==> src/rtl/pw_pkg.sv <==
// Shared types and width helpers for the keypad password engine.
package pw_pkg;

    typedef enum logic [1:0] {
        StIdle,
        StOpen,
        StProg,
        StLockout
    } pw_state_e;

    // Width of a field holding values 0..v-1, never narrower than one bit.
    function automatic int unsigned clog2_min1(input int unsigned v);
        return (v <= 1) ? 1 : $clog2(v);
    endfunction

    localparam int unsigned DefKeys   = 4;
    localparam int unsigned DefDigitW = clog2_min1(DefKeys);

endpackage

==> src/rtl/key_scan.sv <==
// Keypad front end: synchronises the raw key lines and emits one event per clean single-key press.
module key_scan
    import pw_pkg::*;
#(
    parameter int unsigned KEYS = 4,
    parameter int unsigned DW   = clog2_min1(KEYS)
) (
    input  logic            clk_i,
    input  logic            rst_ni,
    input  logic [KEYS-1:0] key_n_i,
    output logic            evt_o,
    output logic [DW-1:0]   evt_digit_o
);

    logic [KEYS-1:0] sync1_q, sync2_q, prev_q;
    logic [DW-1:0]   idx;
    int unsigned     n_low;

    always_ff @(posedge clk_i or negedge rst_ni) begin
        if (!rst_ni) begin
            sync1_q <= '1;
            sync2_q <= '1;
            prev_q  <= '1;
        end else begin
            sync1_q <= key_n_i;
            sync2_q <= sync1_q;
            prev_q  <= sync2_q;
        end
    end

    always_comb begin
        idx   = '0;
        n_low = 0;
        for (int unsigned i = 0; i < KEYS; i++) begin
            if (!sync2_q[i]) begin
                n_low = n_low + 1;
                idx   = DW'(i);
            end
        end
    end

    // Requiring an all-released previous sample blocks chords and repeats from a held key.
    assign evt_o       = (n_low == 1) && (&prev_q);
    assign evt_digit_o = idx;

endmodule

==> src/rtl/password_matcher.sv <==
// Keypad password engine: entry matching, failed-attempt lockout and in-field reprogramming.
module password_matcher
    import pw_pkg::*;
#(
    parameter int unsigned                         KEYS        = 4,
    parameter int unsigned                         PW_LEN      = 8,
    parameter logic [PW_LEN*clog2_min1(KEYS)-1:0]  DEFAULT_PW  = 16'hE4E4,
    parameter int unsigned                         MAX_FAIL    = 3,
    parameter int unsigned                         LOCK_CYCLES = 1024
) (
    input  logic                                 clk_i,
    input  logic                                 rst_ni,
    input  logic [KEYS-1:0]                      key_n_i,
    input  logic                                 clear_i,
    input  logic                                 lock_i,
    input  logic                                 prog_i,
    output logic                                 unlocked_o,
    output logic                                 locked_out_o,
    output logic                                 err_o,
    output logic [clog2_min1(PW_LEN+1)-1:0]      digit_cnt_o,
    output logic [clog2_min1(MAX_FAIL+1)-1:0]    fail_cnt_o
);

    localparam int unsigned DW    = clog2_min1(KEYS);
    localparam int unsigned CntW  = clog2_min1(PW_LEN + 1);
    localparam int unsigned FailW = clog2_min1(MAX_FAIL + 1);
    localparam int unsigned TimW  = clog2_min1(LOCK_CYCLES);
    localparam int unsigned PwW   = PW_LEN * DW;

    logic          evt;
    logic [DW-1:0] evt_digit;

    key_scan #(
        .KEYS (KEYS),
        .DW   (DW)
    ) u_key_scan (
        .clk_i       (clk_i),
        .rst_ni      (rst_ni),
        .key_n_i     (key_n_i),
        .evt_o       (evt),
        .evt_digit_o (evt_digit)
    );

    pw_state_e        state_q;
    logic [CntW-1:0]  cnt_q;
    logic [FailW-1:0] fail_q;
    logic             mis_q;
    logic             err_q;
    logic [TimW-1:0]  tim_q;
    logic [PwW-1:0]   pw_q;
    logic [PwW-1:0]   shadow_q;

    logic [DW-1:0]    exp_digit;
    logic [PwW-1:0]   shadow_nxt;
    logic             last_digit;
    logic             miss;
    logic [FailW-1:0] fail_inc;

    always_comb begin
        exp_digit  = '0;
        shadow_nxt = shadow_q;
        for (int unsigned i = 0; i < PW_LEN; i++) begin
            if (cnt_q == CntW'(i)) begin
                exp_digit               = pw_q[i*DW +: DW];
                shadow_nxt[i*DW +: DW]  = evt_digit;
            end
        end
    end

    assign last_digit = (cnt_q == CntW'(PW_LEN - 1));
    assign miss       = mis_q | (evt_digit != exp_digit);
    assign fail_inc   = (fail_q == FailW'(MAX_FAIL)) ? fail_q : fail_q + FailW'(1);

    always_ff @(posedge clk_i or negedge rst_ni) begin
        if (!rst_ni) begin
            state_q  <= StIdle;
            cnt_q    <= '0;
            fail_q   <= '0;
            mis_q    <= 1'b0;
            err_q    <= 1'b0;
            tim_q    <= '0;
            pw_q     <= DEFAULT_PW;
            shadow_q <= DEFAULT_PW;
        end else begin
            err_q <= 1'b0;
            unique case (state_q)
                StIdle: begin
                    if (clear_i) begin
                        cnt_q <= '0;
                        mis_q <= 1'b0;
                    end else if (evt) begin
                        if (last_digit) begin
                            cnt_q <= '0;
                            mis_q <= 1'b0;
                            if (!miss) begin
                                state_q <= StOpen;
                                fail_q  <= '0;
                            end else begin
                                err_q  <= 1'b1;
                                fail_q <= fail_inc;
                                if (fail_inc == FailW'(MAX_FAIL)) begin
                                    state_q <= StLockout;
                                    tim_q   <= TimW'(LOCK_CYCLES - 1);
                                end
                            end
                        end else begin
                            cnt_q <= cnt_q + CntW'(1);
                            mis_q <= miss;
                        end
                    end
                end
                StOpen: begin
                    if (lock_i) begin
                        state_q <= StIdle;
                    end else if (prog_i) begin
                        state_q <= StProg;
                        cnt_q   <= '0;
                    end
                end
                StProg: begin
                    // Abort keeps the live password; a partial shadow is simply overwritten later.
                    if (clear_i) begin
                        cnt_q   <= '0;
                        state_q <= StOpen;
                    end else if (evt) begin
                        shadow_q <= shadow_nxt;
                        if (last_digit) begin
                            pw_q    <= shadow_nxt;
                            cnt_q   <= '0;
                            state_q <= StOpen;
                        end else begin
                            cnt_q <= cnt_q + CntW'(1);
                        end
                    end
                end
                StLockout: begin
                    if (tim_q == '0) begin
                        state_q <= StIdle;
                        fail_q  <= '0;
                    end else begin
                        tim_q <= tim_q - TimW'(1);
                    end
                end
                default: state_q <= StIdle;
            endcase
        end
    end

    assign unlocked_o   = (state_q == StOpen) || (state_q == StProg);
    assign locked_out_o = (state_q == StLockout);
    assign err_o        = err_q;
    assign digit_cnt_o  = cnt_q;
    assign fail_cnt_o   = fail_q;

endmodule

==> config.mk <==
export PLATFORM = sky130hd
export DESIGN_NAME = password_matcher
export DESIGN_NICKNAME = d
export VERILOG_FILES = /design/src/rtl/pw_pkg.sv /design/src/rtl/key_scan.sv /design/src/rtl/password_matcher.sv
export SDC_FILE = /design/constraint.sdc
export NUM_CORES = 1
export LEC_CHECK = 0
export CAP_MARGIN = 10
export CELL_PAD_IN_SITES_DETAIL_PLACEMENT = 1
export CELL_PAD_IN_SITES_GLOBAL_PLACEMENT = 2
export CORE_MARGIN = 2
export CORE_UTILIZATION = 41
export DETAILED_ROUTE_END_ITERATION = 8
export PLACE_DENSITY = 0.93
export SLEW_MARGIN = 5
export SYNTH_ARGS = -nofsm -noshare
export SYNTH_HDL_FRONTEND = slang
export SYNTH_SLANG_ARGS = --single-unit
==> constraint.sdc <==
create_clock -name clk_i -period 6.6 [get_ports clk_i]
set_input_delay 1.65 -clock clk_i [delete_from_list [all_inputs] [get_ports clk_i]]
set_output_delay 1.65 -clock clk_i [all_outputs]
set_load 0.05 [all_outputs]
Word-level counts from Yosys, hierarchy flattened
Index checks and enable logic that the tools add are counted.

Register bits: 64. Bits in latches: 0. Bits in writable memories: 0. Bits in read-only memories: 0. Input port bits: 9. Word-level logic and storage cells: 126. Memories kept: 0.

$add $sub $neg: 6. Multiply operators: 0. Divide/modulo/power cells: 0. Magnitude comparators: 0. Eq/ne operators: 28. Shift-type cells: 0. Muxes and demuxes: 62. Bitwise operators: 2. Reduce and logical (&&, ||, !) cells: 17.

Operators by type and width (number): $add 32x1->32 const B (3); $mux 32 (3); $mux 2 (34); $mux 10 (6); $eq 32x1->1 const B (1); $mux 4 (5); $pmux 10 s2 (1); $eq 4x3->1 const B (4); $ne 2x2->1 const B (8); $ne 3x3->1 const B (4); $reduce_and 4->1 (3); $logic_not 10->1 (1); $mux 1 (10); $sub 10x1->10 const B (1); $eq 2x2->1 const B (4); $eq 4x2->1 const B (2); $pmux 2 s4 (1); $pmux 4 s2 (1); $reduce_and 8->1 (1); $reduce_and 7->1 (1); $reduce_bool 2->1 (3); $reduce_and 5->1 (1); $add 4x1->4 const B (1); $eq 4x1->1 const B (1); other kinds (15) (15).

Depth between registers and ports, before layout
Gate-level depths: netlist of run 1.

Word-level depth: 16. Depth in mapped cells: 13.

By module
Synthesis of run 1 repeated with hierarchy kept, for this count alone.

Cells, all modules: 326. Area, all modules: 3350.7 sq um.

By module, submodules not included: password_matcher (instances 1, cells each 293, area each 2881.5 sq um, seq. area each 1268.7 sq um); key_scan (instances 1, cells each 33, area each 469.2 sq um, seq. area each 315.3 sq um).

Worst setup path before layout of run 1
Ideal clock, no wire load.

Path kind: input to register. Start point: in clear_i. End point: reg tim_q[0]. Setup time: 0.125 ns. Arrival: 3.494 ns. Data required time: 6.475 ns. Setup slack: 2.981 ns. Stages: 8. Cell sequence: inv_1 nand2_1 a2111oi_1 inv_1 a2111oi_4 or2_1 buf_6 mux2_4.

Longest elaborated chain between the ends: 2.

RTL lines: from (decl) (RTL line password_matcher.sv:14) `input logic clear_i,`; $ne 2x2->1 (no source line); $reduce_and 7->1 (no source line); to (signal assigned) (RTL line password_matcher.sv:103) `tim_q <= TimW'(LOCK_CYCLES - 1);`; to (signal assigned) (RTL line password_matcher.sv:141) `tim_q <= tim_q - TimW'(1);`; to (decl) (RTL line password_matcher.sv:49) `logic [TimW-1:0] tim_q;`.

Every way passes these cells. A chain may end at the register's enable or synchronous reset.

Final worst setup path of run 1
Ends and elaborated chain as after synthesis.

==> results of run 1 <==
==> layer usage <==
layer,vias to the layer above,track usage (%)
met1,1315,25.9
met3,9,4.43
met2,35,32.5
met4,0,6.90
li1,1224,-
met5,-,0
==> layout make-up <==
type / instances / area, µm²
clock buffer: 12 / 145
clock inverter: 4 / 70.1
fill: 954 / 4340
inverter: 16 / 60.1
multi-input combinational: 241 / 1670
sequential: 62 / 1580
tap: 105 / 131
timing repair buffer: 18 / 173
==> how the worst max path moves through the flow <==
stage | endpoint | slack (ns)
after floorplan | tim_q[0] | 2.98
after global placement | tim_q[0] | 2.14
after detailed placement | tim_q[0] | 1.96
after CTS | tim_q[0] | 2.36
after global routing | tim_q[0] | 2.12
final | tim_q[0] | 2.36
==> Yosys cell counts, drive strengths merged (2+ instances only) <==
cell / n / area share (%)
nand2: 37 / 4.1
xnor2: 2 / 0.51
buf: 6 / 1.6
dfrtp: 36 / 26
o21ai: 19 / 2.8
and3b: 2 / 0.55
o41ai: 2 / 0.51
nand2b: 5 / 0.91
dfstp: 26 / 20
mux2i: 13 / 3.8
or3: 3 / 0.55
a31oi: 7 / 1.3
or2: 5 / 0.91
nor3b: 6 / 1.5
o31ai: 3 / 0.66
and4b: 2 / 0.73
a211oi: 5 / 1.1
nor2b: 8 / 1.5
nor3: 10 / 1.5
a221oi: 2 / 0.51
and3: 4 / 0.73
a221o: 2 / 0.58
nand3b: 5 / 1.1
nand3: 9 / 1.3
nor2: 19 / 2.1
a21oi: 16 / 2.3
clkbuf: 14 / 1.5
mux2: 19 / 6.4
a211o: 3 / 0.77
a2111oi: 3 / 1.5
inv: 16 / 1.8
ha: 12 / 4.4
==> registers in the layout, indices dropped and copies added (netlist names) <==
name / count
pw_q: 16
shadow_q: 14
tim_q: 10
digit_cnt_o: 4
u_key_scan.prev_q: 4
u_key_scan.sync1_q: 4
u_key_scan.sync2_q: 4
fail_cnt_o: 2
state_q: 2
err_o: 1
mis_q: 1
==> cells by family after synthesis <==
family / after synthesis / synth area share [%]
DFF: 62 / 46.2
xor gates and xnor gates: 3 / 0.767
adders and majority gates: 12 / 4.38
muxes: 32 / 10.2
AOI/OAI and AO/OA: 75 / 15.5
buffers and inverters: 36 / 4.89
and+or+nand+nor: 119 / 18.1
==> critical path, delay by kind of cell <==
family,cells,cell delay [ns]
AO/OA/AOI/OAI,2,1.19
buffers and inverters,3,0.85
AND/OR/NAND/NOR,2,0.45
multiplexers,1,0.33
==> through the flow <==
stage                     area (µm²)  utilization [%]
after floorplan                 3430                -
after global placement          3620             44.3
after detailed placement        3620             44.3
after CTS                       3840             46.9
after global routing            3840             46.9
final                           3840             46.9
==> power breakdown <==
part	internal (W)	switching [W]	total, W	leakage, nW
Sequential	0.000390	0.00000989	0.000400	0.771
Clock	0.000222	0.000155	0.000377	0.110
Combinational	0.0000401	0.0000732	0.000113	0.789
==> results.py, run 1 <==
metrics = {
    "status": {
        "outcome": "finished, final reports clean",
    },
    "cts": {
        "clk_path_buf_depth": 2,
        "cts-resized-gates": 0,
        "cts_tree": "done",
        "htree_levels": 3,
        "post_cts_buffers": 0,
        "cts_hold_repair.buffers": 0,
        "clk_latency_ns": 0.35,
        "root_buffer": "clkbuf_8",
        "cts_sinks": 62,
        "clk_pin_slew_ns": 0.07,
        "numCtsBuffers": 9,
    },
    "synth": {
        "synthCells": 339,
        "avgSynthCellArea_um2": 10.1,
        "ys_warn_count": 0,
        "yosysSeqAreaShare_pct": 46.2,
        "synth_edf_count": 0,
        "synth_cell_types": 58,
        "synth_ff_type": "dfrtp_1",
        "ys_seq_elements": 62,
        "synth_area_mm2": 0.00343,
        "synth_nets": 360,
        "ys_async_sr_fraction_pct": 100,
    },
    "setup_path": {
        "slowest_delay_ns": 0.61,
        "path_cells": "clkdlybuf4s50_1 > inv_1 > nand2_1 > a2111oi_1 > inv_1 > a2111oi_4 > or2_1 > mux2_4",
        "endpoint_kind": "register",
        "startpoint": "clear_i",
        "slowest_stage": "a2111oi_4",
        "rr_startpoint": "u_key_scan.sync2_q[0]",
        "critPathKind": "input port to register",
        "rrSetupSlack_ns": 2.49,
        "cp_max_fo": 10,
        "rr_endpoint": "pw_q[14]",
        "cp_common_cell": "inv_1",
        "worstSetupStartpointType": "input port",
        "reg2regPathDepth": 9,
        "cp.arrival_ns": 4.48,
        "cp_data_required_time_ns": 6.84,
    },
    "global_route": {
        "track_usage_pct": 19.8,
        "grt_pass1_wl_um": 13600,
        "antenna_found_initial": 0,
        "grt_max_degree": 63,
        "overflow": 0,
        "grt_pass1_vias": 2695,
    },
    "timing": {
        "hold_violations": 0,
        "fin_setup_tns_ns": 0,
        "period_needed_ns": 4.24,
        "fmax_mhz": 236,
        "whs_ns": 0.358,
        "relSlewSlack_pct": 39.9,
        "fin_crit_sh_pct": 64.2,
        "worstMarginPinSlew_ns": 0.900,
        "final_max_slew_viol_count": 0,
        "skew_ns": 0.00680,
        "setup_viol": 0,
        "grt_setup_unrepaired": "false",
        "setup_ws_ns": 2.36,
    },
    "floorplanning": {
        "rows": 33,
        "ios": 18,
        "start_util_pct": 41.9,
        "die_h_um": 95.4,
        "core-area_mm2": 0.00818,
        "die_w_um": 95.4,
        "die_area_mm2": 0.00910,
    },
    "min_path": {
        "holdPathEnd": "u_key_scan.sync2_q[3]",
        "hold_class": "register to register",
        "hold_path_depth": 0,
        "hp-start": "u_key_scan.sync1_q[3]",
    },
    "routing": {
        "vias_per_cell": 5.64,
        "top_layer": "met4",
        "drt_iter0_markers": 95,
        "ant_nets": 0,
        "vias": 2583,
        "routedWlPerCell_um": 18.2,
        "dr_wl_met2_um": 4110,
        "route.detailed.drc": 0,
        "firstDrtPassIters": 4,
        "wl_met3_um": 235,
        "routed_wl_um": 8320,
        "wl_met1_um": 3860,
    },
    "final_layout": {
        "drive_gt1_share_pct": 20.4,
        "num_antenna_cells": 0,
        "layout_common_cells": "nand2_1, dfrtp_1, dfstp_2",
        "instances_no_fill": 458,
        "nets": 369,
        "layout_commonest_cell": "nand2_1",
        "area_growth_pct": 12.0,
    },
    "power_and_ir_drop": {
        "ir_drop_mv": 0.116,
        "power.leakage_nw": 1.67,
        "powerDensity_mw_per_mm2": 232,
        "total_power_w": 0.000890,
    },
    "place": {
        "gp_congestion": 0.773,
        "pre_cts_slack_ns": 1.96,
        "io_buffers": 17,
        "dpl.hpwl_um": 5610,
        "dp.cells": 442,
    },
    "run": {
        "max-cap-violations": 0,
    },
}
No activity file was read; power rests on OpenSTA's default activity.
==> run 2: changes to the inputs <==
- CORE_UTILIZATION: 41 -> 35
- PLACE_DENSITY: 0.93 -> 0.86
- clock period: 6.6 -> 3.9 ns (I/O delays scaled with it)
==> run 2 against run 1 <==
Worst setup slack worse by 2.1 ns. Count of clock-buffer cells in the layout grew 3. Register-to-register slack worse by 2.2 ns. Combinational power grew 68%. Clock power rose by 28%. Global-route usage fell by 3.9 points. Clock skew increased by 0.0026 ns. Final cell count increased by 7.2%. Die area rose by 16%. Critical endpoint unchanged.
==> results.py, run 2 (synthesis results as in run 1) <==
metrics = {
    "final_layout": {
        "layout_common_cells": "nand2_1, dfrtp_1, dfstp_2",
        "largest-register": "pw_q",
        "layout_commonest_cell": "nand2_1",
        "nets": 374,
        "area_growth_pct": 12.7,
        "drive_gt1_share_pct": 20.9,
        "largest_reg_flops": 16,
        "reg.largest.list": "pw_q (16), shadow_q (14), tim_q (10)",
        "num_antenna_cells": 0,
    },
    "timing": {
        "fin_crit_sh_pct": 92.6,
        "skew_ns": 0.00942,
        "relSlewSlack_pct": 33.3,
        "grt_setup_unrepaired": "false",
        "whs_ns": 0.356,
        "fin_setup_tns_ns": 0,
        "fmax_mhz": 277,
        "period_needed_ns": 3.61,
        "final_max_slew_viol_count": 0,
        "setup_viol": 0,
        "worstMarginPinSlew_ns": 1.00,
        "hold_violations": 0,
    },
    "cts": {
        "cts_sinks": 62,
        "htree_levels": 3,
        "post_cts_buffers": 0,
        "root_buffer": "clkbuf_8",
        "clk_latency_ns": 0.34,
        "cts_tree": "done",
        "clk_path_buf_depth": 2,
        "numCtsBuffers": 9,
        "clk_pin_slew_ns": 0.07,
    },
    "routing": {
        "vias": 2532,
        "vias_per_cell": 5.16,
        "routedWlPerCell_um": 15.7,
        "routed_wl_um": 7700,
        "firstDrtPassIters": 4,
        "ant_nets": 0,
        "drt_iter0_markers": 50,
        "route.detailed.drc": 0,
    },
    "place": {
        "io_buffers": 17,
        "gp_congestion": 0.732,
        "dpl.hpwl_um": 5460,
    },
    "status": {
        "outcome": "finished, final reports clean",
    },
    "floorplanning": {
        "ios": 18,
        "start_util_pct": 35.5,
        "core-area_mm2": 0.00964,
        "die_h_um": 103,
        "die_area_mm2": 0.0106,
        "rows": 36,
        "die_w_um": 103,
    },
    "min_path": {
        "hold_class": "register to register",
        "hp-start": "u_key_scan.sync1_q[0]",
    },
    "run": {
        "max-cap-violations": 0,
    },
    "setup_path": {
        "rr_startpoint": "u_key_scan.sync2_q[0]",
        "critPathKind": "register to register",
        "cp_data_required_time_ns": 4.12,
        "rrSetupSlack_ns": 0.29,
        "startpoint": "u_key_scan.sync2_q[0]",
        "worstSetupStartpointType": "register",
        "endpoint_kind": "register",
        "cp.arrival_ns": 3.83,
        "cp_max_fo": 8,
    },
    "global_route": {
        "grt_pass1_wl_um": 13000,
        "overflow": 0,
        "track_usage_pct": 15.9,
        "grt_max_degree": 45,
        "grt_pass1_vias": 2633,
        "antenna_found_initial": 0,
    },
    "power_and_ir_drop": {
        "powerDensity_mw_per_mm2": 349,
        "power.leakage_nw": 1.67,
        "ir_drop_mv": 0.157,
    },
}
==> run 2: final cells by class <==
cell class	instances	area, µm²
fill	1125	5780
multi-input combinational	241	1680
sequential	62	1580
timing repair buffer	23	210
tap	133	166
clock buffer	15	156
inverter	16	60.1
clock inverter	1	5.00
==> run 2: worst paths after layout <==
| kind | endpoint | cells after the start |
|---|---|---|
| worst max-delay path | tim_q[0] | 10 |
| worst min-delay path | u_key_scan.sync2_q[0] | 0 |
| worst max register to register | tim_q[0] | 10 |
| worst min register to register | u_key_scan.sync2_q[0] | 0 |
| max in group asynchronous | u_key_scan.sync2_q[1] | 2 |
| min in group asynchronous | pw_q[4] | 1 |
==> run 2: routing by layer <==
layer	share of wire [%]	GRT usage, %	routed length [µm]	up-vias
li1	-	-	-	1236
met1	48	20.6	3730	1259
met2	48	26.7	3700	30
met3	2.6	4.47	198	7
met4	0.91	3.34	70	0
met5	0	0	0	-
==> run 2: worst max-delay path: stages (launching register included) <==
cell       delay (ns)
dfstp_2          0.54
inv_1            0.05
ha_1             0.33
xnor2_1          0.15
ha_1             0.29
or3_1            0.41
a2111oi_2        0.53
inv_1            0.19
a2111oi_4        0.31
or2_1            0.37
mux2_4           0.33
==> run 2: what timing repair did <==
| action | in CTS | in global routing |
|---|---|---|
| gates resized for setup | 0 | 1 |
| endpoints found under the setup margin | 0 | 3 |
| hold buffers | 0 | 0 |
==> run 2: report_power, final <==
part | switching (W) | internal (W) | total (W)
registers | 0.0000152 | 0.000660 | 0.000675
logic | 0.000122 | 0.0000681 | 0.000190
clock network | 0.000235 | 0.000249 | 0.000483
total | 0.000372 | 0.000977 | 0.00135
==> run 2: per-stage QoR <==
stage	power (W)	util [%]	worst slack [ns]	cells	cell area (µm²)
floorplan	0.000816	-	0.341	339	3430
global placement	0.000873	38.3	0.291	475	3690
detailed placement	0.000878	38.3	0.117	475	3690
CTS	0.00137	40.0	0.108	491	3860
global route	0.00142	40.1	0.0559	491	3860
finish	0.00135	40.1	0.289	491	3860
